===== src/rtl/ps_gp_arb_pkg.sv =====
// Shared types and constants for the PS GP0/GP1 register-bus arbiter.
// No logic; latency and backpressure are defined by the users of this package.
package ps_gp_arb_pkg;

    typedef enum logic [1:0] {
        IDLE  = 2'd0,
        GRANT = 2'd1,
        ISSUE = 2'd2,
        RESP  = 2'd3
    } state_t;

    localparam logic [1:0] RESP_OKAY   = 2'b00;
    localparam logic [1:0] RESP_SLVERR = 2'b10;

    localparam logic GP0 = 1'b0;
    localparam logic GP1 = 1'b1;

endpackage


===== src/rtl/ps_gp_rr_pick.sv =====
// Two-way round-robin pick: the port not granted last wins a tie.
// Combinational, zero latency; no backpressure (pure function of its inputs).
module ps_gp_rr_pick
    import ps_gp_arb_pkg::*;
(
    input  logic [1:0] cand,
    input  logic       last,
    output logic       gnt,
    output logic       vld
);

    always_comb begin
        vld = |cand;
        gnt = GP0;
        if (cand == 2'b11) begin
            gnt = ~last;
        end else if (cand[1]) begin
            gnt = GP1;
        end
    end

endmodule


===== src/rtl/ps_gp_arbiter.sv =====
// Shares one req/ack register bus between the two PS AXI-Lite GP masters.
// Ready at A+1, m_req from A+2, response the cycle after m_ack; one transaction in flight, held until the master's ready.
module ps_gp_arbiter
    import ps_gp_arb_pkg::*;
#(
    parameter int ADDR_W  = 16,
    parameter int DATA_W  = 32,
    parameter int TIMEOUT = 255
) (
    input  logic                  aclk,
    input  logic                  aresetn,

    input  logic [1:0]            s_awvalid,
    output logic [1:0]            s_awready,
    input  logic [2*ADDR_W-1:0]   s_awaddr,
    input  logic [1:0]            s_wvalid,
    output logic [1:0]            s_wready,
    input  logic [2*DATA_W-1:0]   s_wdata,
    input  logic [2*DATA_W/8-1:0] s_wstrb,
    output logic [1:0]            s_bvalid,
    input  logic [1:0]            s_bready,
    output logic [3:0]            s_bresp,
    input  logic [1:0]            s_arvalid,
    output logic [1:0]            s_arready,
    input  logic [2*ADDR_W-1:0]   s_araddr,
    output logic [1:0]            s_rvalid,
    input  logic [1:0]            s_rready,
    output logic [2*DATA_W-1:0]   s_rdata,
    output logic [3:0]            s_rresp,

    output logic                  m_req,
    output logic                  m_we,
    output logic [ADDR_W-1:0]     m_addr,
    output logic [DATA_W-1:0]     m_wdata,
    output logic [DATA_W/8-1:0]   m_wstrb,
    input  logic                  m_ack,
    input  logic [DATA_W-1:0]     m_rdata,
    input  logic                  m_err
);

    localparam int SW = DATA_W / 8;
    localparam int CW = (TIMEOUT > 0) ? $clog2(TIMEOUT + 1) : 1;
    localparam logic [CW-1:0] CNT_MAX = {CW{1'b1}};
    localparam logic [CW-1:0] TO_LAST = CW'(TIMEOUT - 1);

    if (!(DATA_W == 32 || DATA_W == 64)) begin : g_bad_data_w
        $error("ps_gp_arbiter: DATA_W must be 32 or 64");
    end

    state_t          state, state_d;
    logic            last_q;
    logic            port_q;
    logic [CW-1:0]   cnt;

    logic            pick_gnt;
    logic            pick_vld;
    logic [1:0]      cand;
    logic [1:0]      wr_cand;

    logic            capture;
    logic            start_issue;
    logic            finish;
    logic            timed_out;
    logic            done;

    logic              cap_wr;
    logic [ADDR_W-1:0] cap_addr;
    logic [DATA_W-1:0] cap_wdata;
    logic [SW-1:0]     cap_wstrb;
    logic [1:0]        resp_d;
    logic [DATA_W-1:0] rdata_d;

    assign wr_cand = s_awvalid & s_wvalid;
    assign cand    = wr_cand | s_arvalid;

    ps_gp_rr_pick u_pick (
        .cand (cand),
        .last (last_q),
        .gnt  (pick_gnt),
        .vld  (pick_vld)
    );

    // Payload of the picked port; a complete write beats a read on the same port.
    always_comb begin
        cap_wr    = wr_cand[pick_gnt];
        cap_addr  = '0;
        cap_wdata = '0;
        cap_wstrb = '0;
        if (cap_wr) begin
            cap_addr  = s_awaddr[int'(pick_gnt)*ADDR_W +: ADDR_W];
            cap_wdata = s_wdata[int'(pick_gnt)*DATA_W +: DATA_W];
            cap_wstrb = s_wstrb[int'(pick_gnt)*SW +: SW];
        end else begin
            cap_addr  = s_araddr[int'(pick_gnt)*ADDR_W +: ADDR_W];
        end
    end

    always_ff @(posedge aclk or negedge aresetn) begin
        if (!aresetn) begin
            state <= IDLE;
        end else begin
            state <= state_d;
        end
    end

    always_comb begin
        state_d     = state;
        capture     = 1'b0;
        start_issue = 1'b0;
        finish      = 1'b0;
        timed_out   = 1'b0;
        done        = 1'b0;
        resp_d      = RESP_OKAY;
        rdata_d     = '0;
        case (state)
            IDLE: begin
                if (pick_vld) begin
                    capture = 1'b1;
                    state_d = GRANT;
                end
            end
            GRANT: begin
                start_issue = 1'b1;
                state_d     = ISSUE;
            end
            ISSUE: begin
                // An ack coinciding with the last allowed cycle still counts as an ack.
                if (m_ack) begin
                    finish  = 1'b1;
                    resp_d  = m_err ? RESP_SLVERR : RESP_OKAY;
                    rdata_d = m_rdata;
                    state_d = RESP;
                end else if ((TIMEOUT != 0) && (cnt == TO_LAST)) begin
                    finish    = 1'b1;
                    timed_out = 1'b1;
                    resp_d    = RESP_SLVERR;
                    state_d   = RESP;
                end
            end
            RESP: begin
                if (m_we ? s_bready[port_q] : s_rready[port_q]) begin
                    done    = 1'b1;
                    state_d = IDLE;
                end
            end
            default: state_d = IDLE;
        endcase
    end

    always_ff @(posedge aclk or negedge aresetn) begin
        if (!aresetn) begin
            last_q    <= GP1;
            port_q    <= GP0;
            cnt       <= '0;
            m_req     <= 1'b0;
            m_we      <= 1'b0;
            m_addr    <= '0;
            m_wdata   <= '0;
            m_wstrb   <= '0;
            s_awready <= '0;
            s_wready  <= '0;
            s_arready <= '0;
            s_bvalid  <= '0;
            s_bresp   <= '0;
            s_rvalid  <= '0;
            s_rdata   <= '0;
            s_rresp   <= '0;
        end else begin
            if (capture) begin
                port_q              <= pick_gnt;
                m_we                <= cap_wr;
                m_addr              <= cap_addr;
                m_wdata             <= cap_wdata;
                m_wstrb             <= cap_wstrb;
                s_awready[pick_gnt] <= cap_wr;
                s_wready[pick_gnt]  <= cap_wr;
                s_arready[pick_gnt] <= ~cap_wr;
            end

            if (start_issue) begin
                s_awready <= '0;
                s_wready  <= '0;
                s_arready <= '0;
                m_req     <= 1'b1;
                cnt       <= '0;
            end else if (state == ISSUE && cnt != CNT_MAX) begin
                cnt <= cnt + 1'b1;
            end

            if (finish) begin
                m_req <= 1'b0;
                if (m_we) begin
                    s_bvalid[port_q]               <= 1'b1;
                    s_bresp[int'(port_q)*2 +: 2]   <= resp_d;
                end else begin
                    s_rvalid[port_q]                    <= 1'b1;
                    s_rresp[int'(port_q)*2 +: 2]        <= resp_d;
                    s_rdata[int'(port_q)*DATA_W +: DATA_W] <= timed_out ? '0 : rdata_d;
                end
            end

            if (done) begin
                s_bvalid <= '0;
                s_rvalid <= '0;
                s_bresp  <= '0;
                s_rresp  <= '0;
                s_rdata  <= '0;
                last_q   <= port_q;
            end
        end
    end

endmodule


===== config.mk =====
export PLATFORM = sky130hd
export DESIGN_NAME = ps_gp_arbiter
export DESIGN_NICKNAME = d
export VERILOG_FILES = /design/src/rtl/ps_gp_arb_pkg.sv /design/src/rtl/ps_gp_rr_pick.sv /design/src/rtl/ps_gp_arbiter.sv
export SDC_FILE = /design/constraint.sdc
export NUM_CORES = 1
export LEC_CHECK = 0
export BUFFER_PORTS_ARGS = -buffer_cell sky130_fd_sc_hd__buf_2
export CORE_UTILIZATION = 40
export CTS_CLUSTER_SIZE = 12
export DETAILED_ROUTE_END_ITERATION = 10
export PLACE_DENSITY = 0.8
export SETUP_SLACK_MARGIN = 0.2
export SKIP_CTS_REPAIR_TIMING = 1
export SLEW_MARGIN = 10
export SYNTH_ARGS = -nofsm -noshare
export SYNTH_HDL_FRONTEND = slang
export SYNTH_SLANG_ARGS = --single-unit

===== constraint.sdc =====
create_clock -name aclk -period 2 [get_ports aclk]
set_clock_uncertainty 0.05 [all_clocks]
set_input_delay 0.4 -clock aclk [delete_from_list [all_inputs] [get_ports aclk]]
set_output_delay 0.4 -clock aclk [all_outputs]
set_load 0.01 [all_outputs]

==> run metrics, run 1 <==
status completed; DIE WIDTH roughly 130 microns; Leakage Power 4.83 nW; worst path arrival time 2180 ps; top cells by area, synth dfrtp_1 (56%), a32o_1 (10%), mux2i_1 (8.5%); Net Switching 0.00451 W; CTS tree built; crit end category flop; IO buf count 313; post-synthesis sequential area ratio 56.0%; RSZ-0062 raised after global routing yes; power per cell area 1310 nW/um^2; initial DRC count about 370; DR WL/cell 18.1 microns; Least-Margin Pin Slew 544 ps; r2r startpoint cnt[0]$_DFFE_PN0P_; core region area 15300 sq um; Synth area leader dfrtp_1; Final period util between 90% and 100%; combinational group share of total power between 40% and 50%; # fillers 1252; Pwr Total 0.0122 W; most frequent cells after synthesis dfrtp_1 (141), a32o_1 (65), nand2_1 (57); # clock sinks 142; Hold Fails Final Rpt 0; htree depth 4; post-route core utilization 60.9%; min Tclk post-route 1920 ps; critical path required time 2250 ps; critical path's slowest cell nor4_4; Post-Route WL 20100 microns; vias in the first global route 5530; delay-heaviest family, CP simple AND/OR/NAND/NOR gates; Area Overhead vs Synth 47.0%; Cell Rows 45; internal power 0.00772 W; Multi-input gate area 2610 sq um; die area roughly 16000 sq um; Seq pwr share about 34%; GR Overflow Total 0; Finish-stage setup viols 0; Cell variety after synth 44; Ports 318; synth warn 0; CP startpoint kind flop; Initial Util 41.4%; sw frac 36.9%; fin nets around 1100; hold_sp s_awaddr[19]; via count slightly above 6000; Worst Setup SP cnt[0]$_DFFE_PN0P_; post-synth top area share between 50 and 60%; Worst IR Drop VDD between 0.5 and 0.6 mV; crit path cell chain inv_2 -> ha_4 -> a41oi_4 -> nor4_4 -> nor2_4 -> clkbuf_16 -> a32o_1; ANT nets after route 0; Bufs and invs on worst path 2; GR Util All Layers around 22%; Ant. Diodes 0; Seq. cell area 3560 sq um; largest net degree at the start of global routing 65; hpwl dp 13300 microns; ys async rst share 100%; slew margin rel. between 60% and 70%; Root Driver clkbuf_16; DRC violations left 0; CP Max Fanout 8; number of max-cap violations 0; clock network fraction of design power 25.0%; Detailed Routing Iterations Pass 1 5; Clock Path Buffers 2; Max Freq approximately 520 MHz; Reg clk slew, reported paths 70 ps; clock buffer count from CTS 17; Syn Std Cell Area about 6300 sq um; Post-synth EDFFs 0; syn avg cell area 11.6 sq um; clk_lat worst skew ~410 ps; Vias per Instance 5.46; gpl congestion around 0.84; Die Y approximately 130 microns; Yosys reg bits 142; layout cells sized above 1 47.1%; Slew Limit Fails 0; top_reg_cell synth dfrtp_1; R2R Setup Slk 80 ps; kind of critical path reg -> reg; CP peak stage delay 420 ps; first-pass GRT wire length 27700 microns; initial antenna violation count 2; Syn Inst Count 545; most frequent cell after synthesis dfrtp_1; hold crit path type in -> reg
## registers in the layout, indices dropped and copies added (netlist names), 4 cells and up
register,count
cnt,8
m_addr,16
m_wdata,32
m_wstrb,4
s_rdata,64
## final cells by class
class,count,share of cell area (%)
Clock buffer,17,4.56
Clock inverter,15,1.62
Inverter,6,0.242
Multi-Input combinational cell,351,28.0
Sequential cell,142,38.2
Tap cell,211,2.83
Timing Repair Buffer,365,24.6
## cell families (layout without fill, tap and decap cells)
family,after synthesis,after routing,share of synthesized area (%)
other cells,1,4,0.0591
mux,55,55,8.88
fa+ha+maj,6,6,1.18
simple gates,118,118,8.68
compound gates,164,164,19.9
xor+xnor,4,4,0.552
buf+inv,55,403,4.71
flops,142,142,56.0
## power groups by stage
stage / Sequential, W / Clock [W] / Combinational [W]
6_report: 0.00419 / 0.00306 / 0.00498
5_1_grt: 0.00428 / 0.00325 / 0.00537
4_1_cts: 0.00417 / 0.00312 / 0.00429
3_5_place_dp: 0.00420 / 0 / 0.00429
3_3_place_gp: 0.00420 / 0 / 0.00418
2_1_floorplan: 0.00454 / 0 / 0.00216
## worst register-to-register path, delay by kind of cell, from the launching register on
| family | cells | cell delay, ps |
|---|---|---|
| AND/OR/NAND/NOR | 2 | 550 |
| AO/OA/AOI/OAI | 2 | 410 |
| flip-flops | 1 | 400 |
| buffers and inverters | 2 | 280 |
| adder cells (fa/ha/maj) | 1 | 130 |
## path summary, 6_finish.rpt
| check | endpoint | cells after the start |
|---|---|---|
| worst max-delay path | s_rdata[14]$_DFFE_PN0P_ | 7 |
| worst min-delay path | m_addr[3]$_DFFE_PN0P_ | 3 |
| worst max register to register | s_rdata[14]$_DFFE_PN0P_ | 7 |
| max in group asynchronous | s_rdata[32]$_DFFE_PN0P_ | 3 |
| worst min register to register | m_wdata[31]$_DFFE_PN0P_ | 2 |
| min in group asynchronous | s_bresp[1]$_DFFE_PN0P_ | 2 |
## per-stage QoR
stage               TNS [ps]  hold WS, ps  worst slack, ps  cell area, sq um  instances
floorplan              -1200         54.4            -20.4              6380        548
global placement           0          258             16.6              8250       1049
detailed placement     -1660          256            -45.5              8250       1049
CTS                        0         -194             25.5              8830       1081
global route               0          192             3.70              9320       1107
finish                     0          203             75.9              9320       1107
## per-layer routing
layer  track usage [%]  up-vias  share of wire (%)
li1                  -     2728                  -
met1              26.4     2914                 38
met2              37.2      362                 51
met3              6.72       32                8.7
met4              7.34        4                1.7
met5                 0        -               0.20
## placed cells by master (no fill, tap or decap), types with 3 or more instances in the layout
cell type	Yosys	routed
buf_2	14	312
dfrtp_1	141	139
a32o_1	65	64
nand2_1	57	57
mux2i_1	54	53
o21ai_0	41	41
nor2_1	33	31
clkbuf_16	0	25
buf_4	6	23
a211oi_1	20	18
o22ai_1	16	16
buf_12	0	11
a21oi_1	10	9
buf_6	7	8
inv_6	0	6
nand3_1	5	5
conb_1	1	4
inv_2	0	3
inv_1	6	3
and2_1	4	3
nor3_1	4	3
nand4_1	3	3
ha_1	6	3
clkinv_4	0	3
Note: power is estimated with default switching activity, not from simulation.
==> run 2, diff against run 1 <==
--- a/config.mk
+++ b/config.mk
@@ -9,7 +9,8 @@
 export CORE_UTILIZATION = 40
 export CTS_CLUSTER_SIZE = 12
 export DETAILED_ROUTE_END_ITERATION = 10
-export PLACE_DENSITY = 0.8
+export PLACE_DENSITY_LB_ADDON = 0.2
+export REMOVE_ABC_BUFFERS = 1
 export SETUP_SLACK_MARGIN = 0.2
 export SKIP_CTS_REPAIR_TIMING = 1
 export SLEW_MARGIN = 10
==> run 2 against run 1 <==
Against the previous run: die area unchanged; non-clock buffer count down 3; maximum frequency down 0.56%; power fell by 0.13%; count of clock-buffer cells in the layout grew 2; sequential power is essentially flat; via count hardly changed; register-to-register slack is essentially flat; setup slack lost 11 ps; largest cell class unchanged; largest power group unchanged.
==> run metrics, run 2 (synthesized netlist as in run 1, its figures left out) <==
DRC violations left 0 (unchanged); crit end category flop (unchanged); gpl congestion 0.811 (was 0.844); Vias per Instance 5.47 (was 5.46); first-pass GRT wire length 29900 microns (was 27700 microns); R2R Setup Slk 70 ps (was 80 ps); clock buffer count from CTS 17 (unchanged); Pwr Total 0.0122 W (about the same); CTS tree built (unchanged); Clock Path Buffers 2 (unchanged); via count 6042 (was 6040); Setup WS pre-CTS 1.32 ps (was -45.5 ps); DIE WIDTH 128 microns (unchanged); Max Freq 517 MHz (was 520 MHz); die area 16400 sq um (unchanged); crit path cell chain mux4_2 -> and2_4 -> nor3_4 -> buf_12 -> clkbuf_16 -> a32o_1 (was inv_2 -> ha_4 -> a41oi_4 -> nor4_4 -> nor2_4 -> clkbuf_16 -> a32o_1); Hold Fails Final Rpt 0 (unchanged); status completed (unchanged); worst path arrival time 2230 ps (was 2180 ps); initial DRC count 326 (was 371); largest net degree at the start of global routing 65 (unchanged); Final period util 96.7% (was 96.2%); min Tclk post-route 1930 ps (was 1920 ps); Leakage Power 4.81 nW (was 4.83 nW); max reg flops 64 (unchanged); internal power 0.00771 W (was 0.00772 W); # clock sinks 142 (unchanged); hpwl dp 14200 microns (was 13300 microns); Die Y 128 microns (unchanged); delay-heaviest family, CP multiplexers (was simple AND/OR/NAND/NOR gates); Bufs and invs on worst path 2 (unchanged); Seq pwr share 34.4% (was 34.2%); core region area 15300 sq um (unchanged); Ant. Diodes 0 (unchanged); initial antenna violation count 1 (was 2); dpl cell area 8270 sq um (was 8250 sq um); Cell Rows 45 (unchanged); Detailed Routing Iterations Pass 1 5 (unchanged); Area Overhead vs Synth 46.9% (was 47.0%); design area 9320 sq um (about the same); ANT nets after route 0 (unchanged); CP Max Fanout 8 (unchanged); sw frac 36.9% (about the same); # fillers 1316 (was 1252); hold crit path type in -> reg (unchanged); kind of critical path reg -> reg (unchanged); Ports 318 (unchanged); Finish-stage setup viols 0 (unchanged); fin nets 1068 (was 1071); Worst Hold Margin 196 ps (was 203 ps); layout cells sized above 1 48.3% (was 47.1%); slack of the critical path 65.1 ps (was 75.9 ps); critical path's slowest cell mux4_2 (was nor4_4); critical path required time 2290 ps (was 2250 ps); GR Overflow Total 0 (unchanged); largest registers s_rdata (64), m_wdata (32), m_addr (16) (unchanged); Reg clk slew, reported paths 60 ps (was 70 ps); Post-Route WL 21100 microns (was 20100 microns); Sum Neg Setup Slack 0 ps (unchanged); htree depth 4 (unchanged); Least-Margin Pin Slew 549 ps (was 544 ps); slew margin rel. 63.4% (was 63.3%); clk_lat worst skew 410 ps (about the same); combinational group share of total power 40.4% (was 40.7%); GR Util All Layers 23.7% (was 21.9%); most common cell after layout, fill and taps aside buf_2 (unchanged); number of max-cap violations 0 (unchanged); clock network fraction of design power 25.3% (was 25.0%); CP peak stage delay 530 ps (was 420 ps); CP startpoint kind flop (unchanged); DR WL/cell 19.2 microns (was 18.1 microns); Slew Limit Fails 0 (unchanged); Root Driver clkbuf_16 (unchanged); most flop-heavy register s_rdata (unchanged); Initial Util 41.4% (unchanged); Worst IR Drop VDD 0.550 mV (was 0.559 mV); RSZ-0062 raised after global routing yes (unchanged); vias in the first global route 5837 (was 5530); Net Switching 0.00450 W (was 0.00451 W); most frequent cells in the layout buf_2 (312), dfrtp_1 (139), a32o_1 (64) (unchanged); IO buf count 313 (unchanged); power per cell area 1310 nW/um^2 (about the same)
## run 2: path summary, 6_finish.rpt
path                       cells after the start                    start                      end
setup / recovery                               6       port_q$_DFFE_PN0P_   s_rdata[3]$_DFFE_PN0P_
min in group asynchronous                      2                  aresetn  s_rdata[42]$_DFFE_PN0P_
max in group asynchronous                      3                  aresetn       cnt[0]$_DFFE_PN0P_
setup reg to reg                               6       port_q$_DFFE_PN0P_   s_rdata[3]$_DFFE_PN0P_
hold / removal                                 2              m_rdata[21]  s_rdata[53]$_DFFE_PN0P_
hold reg to reg                                2  m_wdata[22]$_DFFE_PN0P_  m_wdata[22]$_DFFE_PN0P_
## run 2: through the flow
| step | cells | utilization (%) |
|---|---|---|
| after floorplan | 499 | - |
| after global placement | 1051 | 54.0 |
| after detailed placement | 1051 | 54.0 |
| after CTS | 1083 | 57.8 |
| after global routing | 1104 | 60.9 |
| final | 1104 | 60.9 |
## run 2: area by class of cell
type	instances	area (sq um)	share of cell area, %
multi-input combinational	351	2640	28.4
sequential	142	3560	38.2
tap	211	264	2.83
clock inverter	13	130	1.40
inverter	6	22.5	0.242
clock buffer	19	453	4.86
timing repair buffer	362	2250	24.2
## run 2: power by group through the flow
stage	registers (W)	clock network (W)	logic, W
2_1_floorplan	0.00456	0	0.00190
3_3_place_gp	0.00419	0	0.00423
5_1_grt	0.00429	0.00326	0.00532
6_report	0.00420	0.00309	0.00493
3_5_place_dp	0.00422	0	0.00434
4_1_cts	0.00419	0.00315	0.00435
## run 2: worst reg2reg max path, stage by stage, from the launching register on
cell,delay (ps)
dfrtp_1,380
mux4_2,530
and2_4,180
nor3_4,190
buf_12,180
clkbuf_16,180
a32o_1,170
## run 2: layer usage
| layer | wire (microns) | GRT usage, % |
|---|---|---|
| met1 | 8130 | 28.7 |
| met2 | 11000 | 41.8 |
| met3 | 1550 | 5.59 |
| met4 | 445 | 7.06 |
| met5 | 13 | 0 |
==> run 3, diff against run 2 <==
--- a/config.mk
+++ b/config.mk
@@ -5,11 +5,12 @@
 export SDC_FILE = /design/constraint.sdc
 export NUM_CORES = 1
 export LEC_CHECK = 0
+export ABC_AREA = 1
 export BUFFER_PORTS_ARGS = -buffer_cell sky130_fd_sc_hd__buf_2
 export CORE_UTILIZATION = 40
 export CTS_CLUSTER_SIZE = 12
 export DETAILED_ROUTE_END_ITERATION = 10
-export PLACE_DENSITY_LB_ADDON = 0.2
+export PLACE_DENSITY = 0.68
 export REMOVE_ABC_BUFFERS = 1
 export SETUP_SLACK_MARGIN = 0.2
 export SKIP_CTS_REPAIR_TIMING = 1
==> run 3 against run 2 <==
Against the previous run: worst hold slack lost 11 ps; power grew 6.0%; cell count grew 35%; via count grew 17%; sequential power grew 5.7%; synthesized area grew 15%; routed wire length grew 0.70%; combinational power grew 7.9%; register-to-register slack gained 220 ps; count of clock-buffer cells in the layout is the same; utilization shrank 5.5 points.
==> run metrics, run 3 <==
Hold Fails Final Rpt 0 (unchanged); GR Layer Usage met3 4.56% (was 5.59%); Final period util 85.5% (was 96.7%); post-synth top area share 48.4% (was 55.6%); CP Max Fanout 14 (was 8); hpwl dp 15100 microns (was 14200 microns); Ports 318 (unchanged); most common cell after layout, fill and taps aside nand2_1 (was buf_2); hold crit path type in -> reg (unchanged); # fillers 1712 (was 1316); ANT nets after route 0 (unchanged); CP startpoint kind flop (unchanged); critical path required time 2300 ps (was 2290 ps); IO buf count 313 (unchanged); gpl congestion 0.879 (was 0.811); first-pass GRT wire length 32800 microns (was 29900 microns); DRC violations left 0 (unchanged); Clock Path Buffers 2 (unchanged); Setup WS pre-CTS 86.1 ps (was 1.32 ps); Worst Hold Margin 185 ps (was 196 ps); kind of critical path reg -> reg (unchanged); met2 usage 38.7% (was 41.8%); largest net degree at the start of global routing 52 (was 65); fin nets 1437 (was 1068); clk_lat worst skew 410 ps (about the same); layout cells sized above 1 36.7% (was 48.3%); top cells by area, synth dfrtp_1 (48%), nand2_1 (19%), or2_2 (4.5%) (was dfrtp_1 (56%), a32o_1 (10%), mux2i_1 (8.5%)); GR Overflow Total 0 (unchanged); Cell variety after synth 36 (was 44); most frequent cells after synthesis nand2_1 (367), dfrtp_1 (141), inv_1 (75) (was dfrtp_1 (141), a32o_1 (65), nand2_1 (57)); ys async rst share 100% (unchanged); Worst IR Drop VDD 0.560 mV (was 0.550 mV); worst path arrival time 2010 ps (was 2230 ps); RSZ-0062 raised after global routing no (was yes); Synth area leader dfrtp_1 (unchanged); initial DRC count 310 (was 326); largest registers s_rdata (64), m_wdata (32), m_addr (16) (unchanged); via count 7048 (was 6042); core region area 17900 sq um (was 15300 sq um); Initial Util 40.8% (was 41.4%); R2R Setup Slk 290 ps (was 70 ps); number of max-cap violations 0 (unchanged); Die Y 137 microns (was 128 microns); global route hottest layer met2 (unchanged); Max Freq 585 MHz (was 517 MHz); Detailed Routing Iterations Pass 1 5 (unchanged); min Tclk post-route 1710 ps (was 1930 ps); top_reg_cell synth dfrtp_1 (unchanged); vias in the first global route 6597 (was 5837); most frequent cell after synthesis nand2_1 (was dfrtp_1); Leakage Power 5.84 nW (was 4.81 nW); power per cell area 1310 nW/um^2 (about the same); Root Driver clkbuf_16 (unchanged); Slew Limit Fails 0 (unchanged); post-synthesis sequential area ratio 48.7% (was 56.0%); Cell Rows 49 (was 45); initial antenna violation count 2 (was 1); GR Util All Layers 22.6% (was 23.7%); Post-synth EDFFs 0 (unchanged); Syn Inst Count 928 (was 545); die area 18800 sq um (was 16400 sq um); DIE WIDTH 137 microns (was 128 microns); Yosys reg bits 142 (unchanged); slack of the critical path 290 ps (was 65.1 ps); Syn Std Cell Area 7300 sq um (was 6340 sq um); Vias per Instance 4.72 (was 5.47); DR WL/cell 14.3 microns (was 19.2 microns); htree depth 4 (unchanged); max reg flops 64 (unchanged); met1 Use GR 28.1% (was 28.7%); Post-Route WL 21300 microns (was 21100 microns); Finish-stage setup viols 0 (unchanged); CTS tree built (unchanged); # clock sinks 142 (unchanged); status completed (unchanged); most flop-heavy register s_rdata (unchanged); clock buffer count from CTS 17 (unchanged); synth warn 0 (unchanged); Area Overhead vs Synth 35.8% (was 46.9%); most frequent cells in the layout nand2_1 (365), buf_2 (312), dfrtp_1 (141) (was buf_2 (312), dfrtp_1 (139), a32o_1 (64)); Reg clk slew, reported paths 60 ps (about the same); crit end category flop (unchanged); syn avg cell area 7.86 sq um (was 11.6 sq um)
[run 3: cell count changes after synthesis, moves of 34 or more]
cell      previous run  this run
nand3_1              5        55
mux2i_1             54         0
or2_2                0        52
a32o_1              65         0
inv_1                6        75
nor2_1              33        67
nand2_1             57       367
o211ai_1             1        36
[run 3: per-stage QoR]
stage	cell area, sq um	utilization [%]	TNS [ps]	total power, W	std cells
6_report	9910	55.3	0	0.0130	1493
5_1_grt	9910	55.3	0	0.0139	1493
4_1_cts	9730	54.3	0	0.0129	1478
3_5_place_dp	9130	51.0	0	0.00961	1446
3_3_place_gp	9130	51.0	0	0.00951	1446
2_1_floorplan	6960	-	-41840	0.00722	879
[run 3: metal layers]
| metal | vias up | share of wire, % |
|---|---|---|
| met5 | - | 0 |
| met2 | 241 | 49 |
| met4 | 0 | 1.9 |
| met3 | 24 | 6.1 |
| met1 | 3263 | 43 |
| li1 | 3520 | - |
[run 3: where the power goes]
part	leakage, nW	internal, W	switching [W]
combinational	3.67	0.00211	0.00321
clock	0.291	0.00190	0.00129
sequential	1.88	0.00386	0.000582
[run 3: critical path, cell delays in order, from the launching register on]
cell and delay, ps:
dfrtp_1 420, inv_2 100, ha_4 160, o21ai_4 60
buf_4 200, a21oi_4 150, buf_4 170, clkbuf_16 160
o211ai_1 90, nand2_1 70
[run 3: logic make-up after synthesis]
family          after synthesis  synth area share (%)
simple gates                576                  34.7
flops                       142                  48.7
buf+inv                     128                  8.62
compound gates               74                  6.76
fa+ha+maj                     6                  1.03
xor+xnor                      1                 0.120
other cells                   1                0.0514
[run 3: path summary, 6_finish.rpt]
check | depth (start not counted) | end | start
hold / removal | 3 | m_wstrb[2]$_DFFE_PN0P_ | s_wstrb[6]
max in group asynchronous | 3 | last_q$_DFFE_PN1N_ | aresetn
setup reg to reg | 9 | m_wdata[6]$_DFFE_PN0P_ | state[0]$_DFFE_PN0P_
hold reg to reg | 2 | s_rdata[8]$_DFFE_PN0P_ | s_rdata[8]$_DFFE_PN0P_
min in group asynchronous | 2 | s_rdata[21]$_DFFE_PN0P_ | aresetn
setup / recovery | 9 | m_wdata[6]$_DFFE_PN0P_ | state[0]$_DFFE_PN0P_
[run 3: final cells by class]
type / count / area, sq um / area share [%]
Clock buffer: 19 / 443 / 4.47
Clock inverter: 13 / 154 / 1.55
Inverter: 76 / 285 / 2.88
Multi-Input combinational cell: 661 / 3170 / 32.0
Sequential cell: 142 / 3550 / 35.9
Tap cell: 229 / 287 / 2.89
Timing Repair Buffer: 351 / 2010 / 20.2
Antenna cell: 2 / 5.00 / 0.0505
